$ cat config.mk
export PLATFORM = sky130hd
export DESIGN_NAME = vector_mem_sequencer
export DESIGN_NICKNAME = d
export VERILOG_FILES = /design/src/rtl/vec_mem_pkg.sv /design/src/rtl/vector_mem_sequencer.sv
export SDC_FILE = /design/constraint.sdc
export NUM_CORES = 1
export LEC_CHECK = 0
export BUFFER_PORTS_ARGS = -buffer_cell sky130_fd_sc_hd__buf_2
export CAP_MARGIN = 0
export CORE_MARGIN = 3
export CORE_UTILIZATION = 48
export CTS_BUF_LIST = sky130_fd_sc_hd__clkbuf_16
export DETAILED_ROUTE_END_ITERATION = 8
export PLACE_DENSITY = 0.77
export SYNTH_ARGS = -nofsm -noshare
export SYNTH_HDL_FRONTEND = slang
export SYNTH_SLANG_ARGS = --single-unit
export TNS_END_PERCENT = 5
$ cat constraint.sdc
create_clock -name clk -period 1.9 [get_ports clk]
set_input_delay 0.19 -clock clk [delete_from_list [all_inputs] [get_ports clk]]
set_output_delay 0.19 -clock clk [all_outputs]
set_load 0.02 [all_outputs]
$ cat src/rtl/vec_mem_pkg.sv
// Shared types and defaults for the vector memory sequencer.
package vec_mem_pkg;

  localparam int DEF_LANES  = 4;
  localparam int DEF_ELEM_W = 8;
  localparam int DEF_ADDR_W = 32;

  typedef enum logic [1:0] {
    IDLE   = 2'd0,
    ACCESS = 2'd1,
    DONE   = 2'd2
  } state_t;

  // Width of the lane counter; LANES is a power of two >= 2.
  function automatic int lane_w(input int lanes);
    return (lanes > 1) ? $clog2(lanes) : 1;
  endfunction

endpackage

$ cat src/rtl/vector_mem_sequencer.sv
// Splits one vector load/store into LANES single-element accesses on the
// data-memory port and stalls the pipeline until the last access completes.
module vector_mem_sequencer
  import vec_mem_pkg::*;
#(
  parameter int LANES  = DEF_LANES,
  parameter int ELEM_W = DEF_ELEM_W,
  parameter int ADDR_W = DEF_ADDR_W
) (
  input  logic                    clk,
  input  logic                    rst,
  input  logic                    start,
  input  logic                    is_store,
  input  logic [ADDR_W-1:0]       base_addr,
  input  logic [LANES*ELEM_W-1:0] store_vec,
  output logic                    stall,
  output logic                    busy,
  output logic                    mem_req,
  output logic                    mem_we,
  output logic [ADDR_W-1:0]       mem_addr,
  output logic [ELEM_W-1:0]       mem_wdata,
  input  logic                    mem_ready,
  input  logic [ELEM_W-1:0]       mem_rdata,
  output logic [LANES*ELEM_W-1:0] load_vec,
  output logic                    load_valid,
  output logic                    done
);

  localparam int              LW   = lane_w(LANES);
  localparam int              VW   = LANES * ELEM_W;
  localparam logic [LW-1:0]   LAST = LW'(LANES - 1);

  // Memory handshake: an element access transfers in a cycle where
  // mem_req & mem_ready are both high; while mem_ready is low every
  // mem_* output holds its value and the lane does not advance.

  state_t            state_q, state_d;
  logic [LW-1:0]     lane_q;
  logic              is_store_q;
  logic [ADDR_W-1:0] base_q;
  logic [VW-1:0]     store_q;
  logic [VW-1:0]     shadow_q;
  logic [VW-1:0]     shadow_merged;
  logic [VW-1:0]     load_vec_q;
  logic              beat;
  logic              last_beat;

  assign beat      = (state_q == ACCESS) && mem_ready;
  assign last_beat = beat && (lane_q == LAST);

  // Shadow with the current beat's read data inserted, so the final beat
  // can land in load_vec without an extra cycle.
  always_comb begin
    shadow_merged = shadow_q;
    shadow_merged[int'(lane_q) * ELEM_W +: ELEM_W] = mem_rdata;
  end

  always_comb begin
    state_d    = state_q;
    stall      = 1'b0;
    busy       = 1'b0;
    mem_req    = 1'b0;
    mem_we     = 1'b0;
    mem_addr   = '0;
    mem_wdata  = '0;
    done       = 1'b0;
    load_valid = 1'b0;
    case (state_q)
      IDLE: begin
        stall = start;
        if (start) state_d = ACCESS;
      end
      ACCESS: begin
        busy     = 1'b1;
        stall    = 1'b1;
        mem_req  = 1'b1;
        mem_we   = is_store_q;
        mem_addr = base_q + ADDR_W'(lane_q);
        if (is_store_q) mem_wdata = store_q[int'(lane_q) * ELEM_W +: ELEM_W];
        if (last_beat) state_d = DONE;
      end
      DONE: begin
        done       = 1'b1;
        load_valid = !is_store_q;
        state_d    = IDLE;
      end
      default: state_d = IDLE;
    endcase
  end

  always_ff @(posedge clk) begin
    if (rst) begin
      state_q    <= IDLE;
      lane_q     <= '0;
      is_store_q <= 1'b0;
      base_q     <= '0;
      store_q    <= '0;
      shadow_q   <= '0;
      load_vec_q <= '0;
    end else begin
      state_q <= state_d;
      case (state_q)
        IDLE: begin
          if (start) begin
            is_store_q <= is_store;
            base_q     <= base_addr;
            store_q    <= store_vec;
            lane_q     <= '0;
          end
        end
        ACCESS: begin
          if (beat) begin
            lane_q <= lane_q + LW'(1);
            if (!is_store_q) shadow_q <= shadow_merged;
            if (last_beat && !is_store_q) load_vec_q <= shadow_merged;
          end
        end
        default: ;
      endcase
    end
  end

  assign load_vec = load_vec_q;

endmodule

# == After elaboration in Yosys (flattened, before gate mapping) ==
# Cells that the tools add are included.
# op_classes
add_sub_neg,3
n_eq_ne,6
shift,3
muxes,15
bitwise_logic,1
n_reduce_logical,11
# op_table
operator,n
$neg 5->33,1
$shift 8x33->32 const A,1
$shiftx 8x33->32,1
$add 32x2->32,1
$bwmux 32,1
$mux 32,1
$shiftx 32x6->8,1
$mux 8,2
$reduce_and 3->1,3
$mux 2,4
$pmux 2 s2,2
$ne 2x2->1 const B,3
$eq 2x2->1 const B,2
$mux 1,4
$reduce_and 2->1,2
$logic_and 1x1->1,3
$add 2x1->2 const B,1
$eq 2x1->1 const B,1
$logic_not 2->1,1
$pmux 1 s2,1
$reduce_bool 2->1,1
$logic_not 1->1,1
$not 1->1,1
# totals
register_bits,133
inputBits,77
out_inout_bits,78
word_cells,46

# == Logic depth before layout (Yosys ltp) ==
# Gate-level depths: netlist of the first run.
# logic_depth
depth_word,5
depth_mapped,8
ltp_nobuf,6

# == Worst setup path after synthesis of the first run ==
# Ideal clock, no wire load.
# synth_timing
path_kind,reg-to-output
from,register lane_q[0]
to,output port mem_addr[26]
t_arrival_ns,2.200
required_ns,1.710
slack_ns,-0.490
path_stages_with_launch,9
path_buffers,2
cell_sequence,dfxtp_1 > ha_1 > fa_1 > and4_1 > buf_6 > nand2_4 > buf_6 > or4_1 > a21oi_1
# synth_via
elab_chain_cells,2
# synth_rtl
element,line_no,source
"start, declared",vector_mem_sequencer.sv:38,logic [LW-1:0] lane_q;
"start signal, assigned",vector_mem_sequencer.sv:113,lane_q <= lane_q + LW'(1);
$add 32x2->32,vector_mem_sequencer.sv:78,mem_addr = base_q + ADDR_W'(lane_q);
$mux 32,vector_mem_sequencer.sv:68,case (state_q)
"end, declared",vector_mem_sequencer.sv:20,"output logic [ADDR_W-1:0] mem_addr,"
# Every way passes these cells.

# == Worst setup path after layout of the first run ==
# layout_timing
from,register lane_q[0]
to,output port mem_addr[22]
# Same word-level chain as after synthesis.

==> metrics.csv, run 1 <==
metric,value,unit
status,"finished, violations left",
violations,setup timing,
clock-skew-final,0.01211,ns
layout-drive-gt1-share,36.86,%
cts_tree,built,
yosysWarningCount,0,
vdd_drop_max,798.9,uV
grt_max_degree,63,
start_util,49.95,%
pwr-share-comb,12.6,%
coreArea,0.01166,sq mm
timing.final.ws_setup,-0.5997,ns
timing.rr.start,lane_q[0],
hold_viol,0,
path_clk_slew,0.06,ns
p_clk_share,44.5,%
rows,39,
post_synth_num_cell_types,46,
dr.pass1.iters,5,
rsz0062_at_grt,true,
r2r_end,shadow_q[18],
totalWireLength,17250,microns
gp_congestion,0.9136,
power.density,798.3,mW/mm^2
groute.usage.overall,24.91,%
setup_viol,51,
syn2layout_area_growth,41.07,%
synth_enable_flop_cells,0,
antenna_found_initial,1,
critPathMaxStageDelay,0.51,ns
nets,1008,
whs_endpoint,store_q[2],
arrival,2.31,ns
dp_slack,-0.2190,ns
crit_type,reg2out,
hold_path_depth,3,
io_pins,155,
p_leak,3.299,nW
first_global_vias,5564,
gr-total-overflow,0,
crit_required,1.71,ns
clock_latency,0.41,ns
reg2reg_depth,9,
clockRootBuffer,clkbuf_16,
dieWidth,116.2,microns
cell_internal_pwr,0.004820,W
critPathMaxFanout,6,
slowest_stage,or4_4,
crit_family,simple AND/OR/NAND/NOR gates,
drc,0,
wire_per_inst,15.98,microns
async_flop_share,0,%
synth_nets,820,
die_area,0.01349,sq mm
fin_area,0.008218,sq mm
max_freq,400.0,MHz
switchingPower,0.001740,W
post_dp_cell_area,0.007158,sq mm
drtIter0Drc,392,
hold_buffers,0,
synthFlopType,dfxtp_1,
viasPerCell,5.513,
synth_area,0.005826,sq mm
fin_crit,2.500,ns
hold_class,in2reg,
worstSetupEndpointType,primary output,
fin_crit_sh,131.6,%
path_buf_inv,1,
p_seq_share,42.9,%
ys_seq_area_share,42.96,%
die_h,116.2,microns
syn_inst,735,
vias,5954,
cts_max_level,4,
ys_seq_elements,125,
n_fill_cell,914,
numPortBuffers,154,
numCtsBuffers,17,
cap_violations,0,
drtAntennaViolNets,0,
cts_sinks,125,
cp-start-kind,register,
grt_pass1_wl,26700,microns
slew_headroom,66.57,%
finalPower,0.006560,W
slew_violations,0,
switching_share,26.52,%
clockBufferDepth,2,
hpwl,11450,microns
worstMarginPinSlew,0.4996,ns
path_cells,ha_4 > fa_2 > and4_4 > nand2_8 > or4_4 > a21oi_2 > buf_4,
regToRegSetupSlack,-0.04,ns
min-delay-start,store_vec[2],
syn-mean-instance-area,7.926,sq um
[power groups by stage]
stage / Combinational (W) / Sequential [W] / Clock, W
detailed placement: 0.000756 / 0.00286 / 0
finish: 0.000827 / 0.00281 / 0.00292
global route: 0.000911 / 0.00283 / 0.00308
global placement: 0.000748 / 0.00286 / 0
floorplan: 0.000441 / 0.00286 / 0
CTS: 0.000779 / 0.00281 / 0.00295
[cells by family (layout without fill, tap and decap cells)]
kind of cell | after synthesis | count (layout) | share of synthesized area (%)
adder cells (fa/ha/maj) | 8 | 8 | 1.847
AO/OA/AOI/OAI | 187 | 187 | 18.88
buffers and inverters | 64 | 264 | 4.746
flip-flops | 125 | 125 | 42.96
multiplexers | 9 | 9 | 3.265
AND/OR/NAND/NOR | 332 | 333 | 26.80
other | 0 | 1 | 0
XOR/XNOR | 10 | 10 | 1.504
[tightest hold or removal path: stages]
cell and delay, ns:
buf_2 0.09, nand2_1 0.04, a21oi_1 0.05
[through the flow]
step	hold slack [ns]	instances	setup TNS [ns]	util, %
global route	0.01289	1080	-18.62	70.46
floorplan	0.3184	735	-4.624	-
detailed placement	0.4364	1041	-3.452	61.38
CTS	0.002500	1077	-15.19	67.75
finish	0.01089	1080	-13.15	70.46
global placement	0.4346	1041	-2.134	61.38
[state kept, by name, summed over array words and instances, names as in the netlist]
signal,cells
base_q,32
is_store_q,1
lane_q,2
state_q,2
store_q,32
shadow_q,24
load_vec,32
[placed cells by master (no fill, tap or decap), types with 3 or more instances in the layout]
cell,synthesis,routed
xor2_1,7,7
clkinvlp_4,0,5
ha_4,0,3
or4_4,0,8
nand3_1,10,8
inv_1,4,3
a21oi_4,0,3
clkbuf_16,0,18
or3_1,4,4
o31ai_1,10,5
o31ai_2,0,4
and3_1,14,8
and2_1,5,3
a211oi_1,48,32
a21oi_2,0,6
buf_12,0,6
or4_1,12,4
nor2b_1,27,26
buf_4,2,82
dfxtp_2,0,3
a21oi_1,116,107
nand4_1,12,12
and3_4,0,6
dfxtp_1,125,120
buf_2,5,124
buf_6,3,16
mux4_2,8,8
nand2_1,162,160
and4_1,5,3
ha_1,7,3
inv_6,0,4
and4_4,1,3
a211oi_2,0,16
nor2_1,66,65
o21ai_0,7,7
[repair_timing]
item	in CTS	in global routing
buffers inserted	3	2
endpoints found under the setup margin	80	95
pin swaps	15	17
gates cloned	1	0
hold endpoints to repair	0	0
resized for setup	43	74
[synthesized netlist by cell type, types with 5 or more instances]
| cell type | n | area (sq um) |
|---|---|---|
| ha_1 | 7 | 87.58 |
| and4_1 | 5 | 43.79 |
| a21oi_1 | 116 | 580.6 |
| nor2_1 | 66 | 247.7 |
| and3_1 | 14 | 87.58 |
| o31ai_1 | 10 | 75.07 |
| nand2_1 | 162 | 608.1 |
| nand3_1 | 10 | 50.05 |
| nor2b_1 | 27 | 168.9 |
| mux4_2 | 8 | 180.2 |
| buf_2 | 5 | 25.02 |
| a211oi_1 | 48 | 360.4 |
| or4_1 | 12 | 90.09 |
| dfxtp_1 | 125 | 2502 |
| and2_1 | 5 | 31.28 |
| xor2_1 | 7 | 61.31 |
| nand4_1 | 12 | 75.07 |
| o21ai_0 | 7 | 35.03 |
| clkbuf_1 | 43 | 161.4 |
| buf_1 | 7 | 26.28 |
[layer usage]
metal | track usage, % | part of all wire, % | vias to the layer above
met5 | 0 | 0 | -
li1 | - | - | 2938
met2 | 41.54 | 48 | 197
met1 | 32.30 | 45 | 2786
met4 | 8.507 | 2.5 | 0
met3 | 5.181 | 5.2 | 33
[how the worst max path moves through the flow]
stage	endpoint	from	depth (start not counted)
global route	mem_addr[22]	lane_q[0]	7
global placement	mem_addr[27]	lane_q[1]	6
floorplan	load_vec[0]	lane_q[1]	6
finish	mem_addr[22]	lane_q[0]	7
detailed placement	mem_addr[31]	lane_q[1]	7
CTS	mem_addr[20]	lane_q[0]	7
[layout make-up]
cell class	count	area (sq um)	area share, %
flip-flops and latches	125	2514	30.59
clock inverters	14	93.84	1.142
repair buffers	228	1536	18.70
well taps	143	178.9	2.177
diodes	1	2.502	0.03045
inverters	4	20.02	0.2436
clock buffers	18	450.4	5.481
multi-input cells	547	3422	41.64
(Power assumes the default switching activity.)
==> run 2, diff against run 1 <==
--- a/config.mk
+++ b/config.mk
@@ -11,6 +11,7 @@
 export CORE_UTILIZATION = 48
 export CTS_BUF_LIST = sky130_fd_sc_hd__clkbuf_16
 export DETAILED_ROUTE_END_ITERATION = 8
+export GPL_TIMING_DRIVEN = 1
 export PLACE_DENSITY = 0.77
 export SYNTH_ARGS = -nofsm -noshare
 export SYNTH_HDL_FRONTEND = slang
==> constraint.sdc (replaced) <==
create_clock -name clk -period 2.15 [get_ports clk]
set_input_delay 0.215 -clock clk [delete_from_list [all_inputs] [get_ports clk]]
set_output_delay 0.215 -clock clk [all_outputs]
set_load 0.02 [all_outputs]
==> run 2 against run 1 <==
Against the previous run:
- the flow still finishes with violations (setup timing)
- final area decreased by 5.0%
- sequential cell count unchanged
- worst setup slack improved by 0.25 ns
- total power decreased by 6.2%
- combinational power decreased by 20%
- register-to-register slack improved by 0.17 ns
- die area unchanged
- clock skew decreased by 0.0035 ns
- core utilization decreased by 3.5 points
- sequential power decreased by 11%
- critical path depth unchanged
- hold slack improved by 0.028 ns
- critical endpoint is now mem_addr[24]
- largest cell class unchanged
- highest routed layer unchanged
==> metrics.csv, run 2 (same netlist as run 1, synthesis figures left out) <==
metric,value,unit,change
cp-start-kind,register,,
arrival,2.28,ns,-0.03 ns
grt_pass1_wl,25650,microns,-3.9%
mostFrequentLayoutCell,nand2_1,,
gr-total-overflow,0,,unchanged
cap_violations,0,,unchanged
vdd_drop_max,528.1,uV,-34%
viasPerCell,5.502,,-0.20%
gp_congestion,0.9040,,-1.1%
clock-skew-final,0.008625,ns,-0.003481 ns
coreArea,0.01166,sq mm,unchanged
start_util,49.95,%,unchanged
cts_tree,built,,
drc,0,,unchanged
hold_viol,0,,unchanged
crit_required,1.93,ns,+0.22 ns
power.density,787.8,mW/mm^2,-1.3%
status,"finished, violations left",,
dieWidth,116.2,microns,unchanged
groute.usage.overall,24.01,%,-0.90 points
path_cells,ha_4 > fa_2 > and4_4 > nand2_8 > or4_1 > a21oi_2 > buf_4,,
worstSetupEndpointType,primary output,,
fin_crit,2.498,ns,
hpwl,10870,microns,-5.0%
nets,981,,-2.7%
hold_class,in2reg,,
crit_type,reg2out,,
antenna_found_initial,1,,unchanged
drtIter0Drc,476,,+21%
violations,setup timing,,
syn2layout_area_growth,34.06,%,
dp_slack,-0.009189,ns,+0.2099 ns
setup_viol,24,,-53%
cts_sinks,125,,unchanged
die_h,116.2,microns,unchanged
n_fill_cell,983,,+7.5%
cts_max_level,4,,unchanged
p_leak,3.164,nW,-4.1%
final_util,66.97,%,-3.5 points
final_cell_mix,"nand2_1, buf_2, dfxtp_1",,
path_buf_inv,1,,unchanged
layout-drive-gt1-share,31.28,%,-5.6 points
timing.final.ws_setup,-0.3477,ns,+0.2520 ns
path_clk_slew,0.06,ns,about the same
rsz0062_at_grt,true,,
finalPower,0.006153,W,-6.2%
hold_buffers,0,,unchanged
max_freq,400.4,MHz,
dr.pass1.iters,5,,unchanged
fin_crit_sh,116.2,%,
slew_headroom,64.28,%,-2.3 points
worstMarginPinSlew,0.5358,ns,+0.03610 ns
slew_violations,0,,unchanged
numPortBuffers,154,,unchanged
totalWireLength,16340,microns,-5.3%
vias,5788,,-2.8%
die_area,0.01349,sq mm,unchanged
clockRootBuffer,clkbuf_16,,
clock_latency,0.41,ns,about the same
slowest_stage,or4_1,,
first_global_vias,5231,,-6.0%
clockBufferDepth,2,,unchanged
grt_max_degree,126,,+100%
numCtsBuffers,17,,unchanged
drtAntennaViolNets,0,,unchanged
crit_family,simple AND/OR/NAND/NOR gates,,
rows,39,,unchanged
critPathMaxFanout,11,,+5
io_pins,155,,unchanged
critPathMaxStageDelay,0.52,ns,about the same
wire_per_inst,15.53,microns,-2.8%
==> run 2: final cells by class <==
class / instances / area (sq um) / share of cell area (%)
Sequential cell: 125 / 2511 / 32.15
Tap cell: 143 / 178.9 / 2.291
Antenna cell: 1 / 2.502 / 0.03204
Inverter: 4 / 15.01 / 0.1922
Multi-Input combinational cell: 546 / 3231 / 41.36
Clock inverter: 14 / 190.2 / 2.435
Clock buffer: 17 / 425.4 / 5.447
Timing Repair Buffer: 202 / 1256 / 16.08
==> run 2: metal layers <==
layer	up-vias	track usage, %	share of wire (%)
li1	2890	-	-
met1	2638	31.15	44
met2	234	38.90	48
met3	26	6.010	6.5
met4	0	8.971	1.7
met5	-	0	0
==> run 2: worst paths after layout <==
check / from / to / slack [ns] / depth (start not counted)
setup / recovery: base_q[0] / mem_addr[24] / -0.35 / 7
hold / removal: base_addr[28] / base_q[28] / 0.04 / 3
setup reg to reg: lane_q[0] / shadow_q[16] / 0.13 / 7
hold reg to reg: load_vec[30] / load_vec[30] / 0.45 / 2
==> run 2: stage by stage <==
| step | cells | instance area [sq um] | hold slack [ns] | setup TNS (ns) |
|---|---|---|---|---|
| after floorplan | 735 | 5881 | 0.3510 | -0.2853 |
| after global placement | 1016 | 6937 | 0.4413 | 0 |
| after detailed placement | 1016 | 6937 | 0.4454 | -0.01626 |
| after CTS | 1048 | 7682 | 0.02503 | -5.853 |
| after global routing | 1052 | 7810 | 0.03228 | -8.414 |
| final | 1052 | 7810 | 0.03842 | -5.472 |
==> run 2: repair_timing <==
item | 4_1_cts | 5_1_grt
pin swaps | 13 | 15
endpoints found under the hold margin | 0 | 0
endpoints found under the setup margin | 30 | 64
gates resized for setup | 38 | 28
buffers inserted | 1 | 3
==> run 2: tightest hold or removal path, stage by stage <==
cell     delay [ns]
buf_2          0.10
nand2_1        0.04
a21oi_1        0.05
==> run 2: report_power, final <==
| part | total, W | internal, W | leakage [nW] | switching, W |
|---|---|---|---|---|
| logic | 0.000658 | 0.000267 | 1.85 | 0.000390 |
| registers | 0.00250 | 0.00242 | 1.02 | 0.0000723 |
| clock network | 0.00300 | 0.00193 | 0.291 | 0.00106 |
| total | 0.00615 | 0.00463 | 3.16 | 0.00153 |
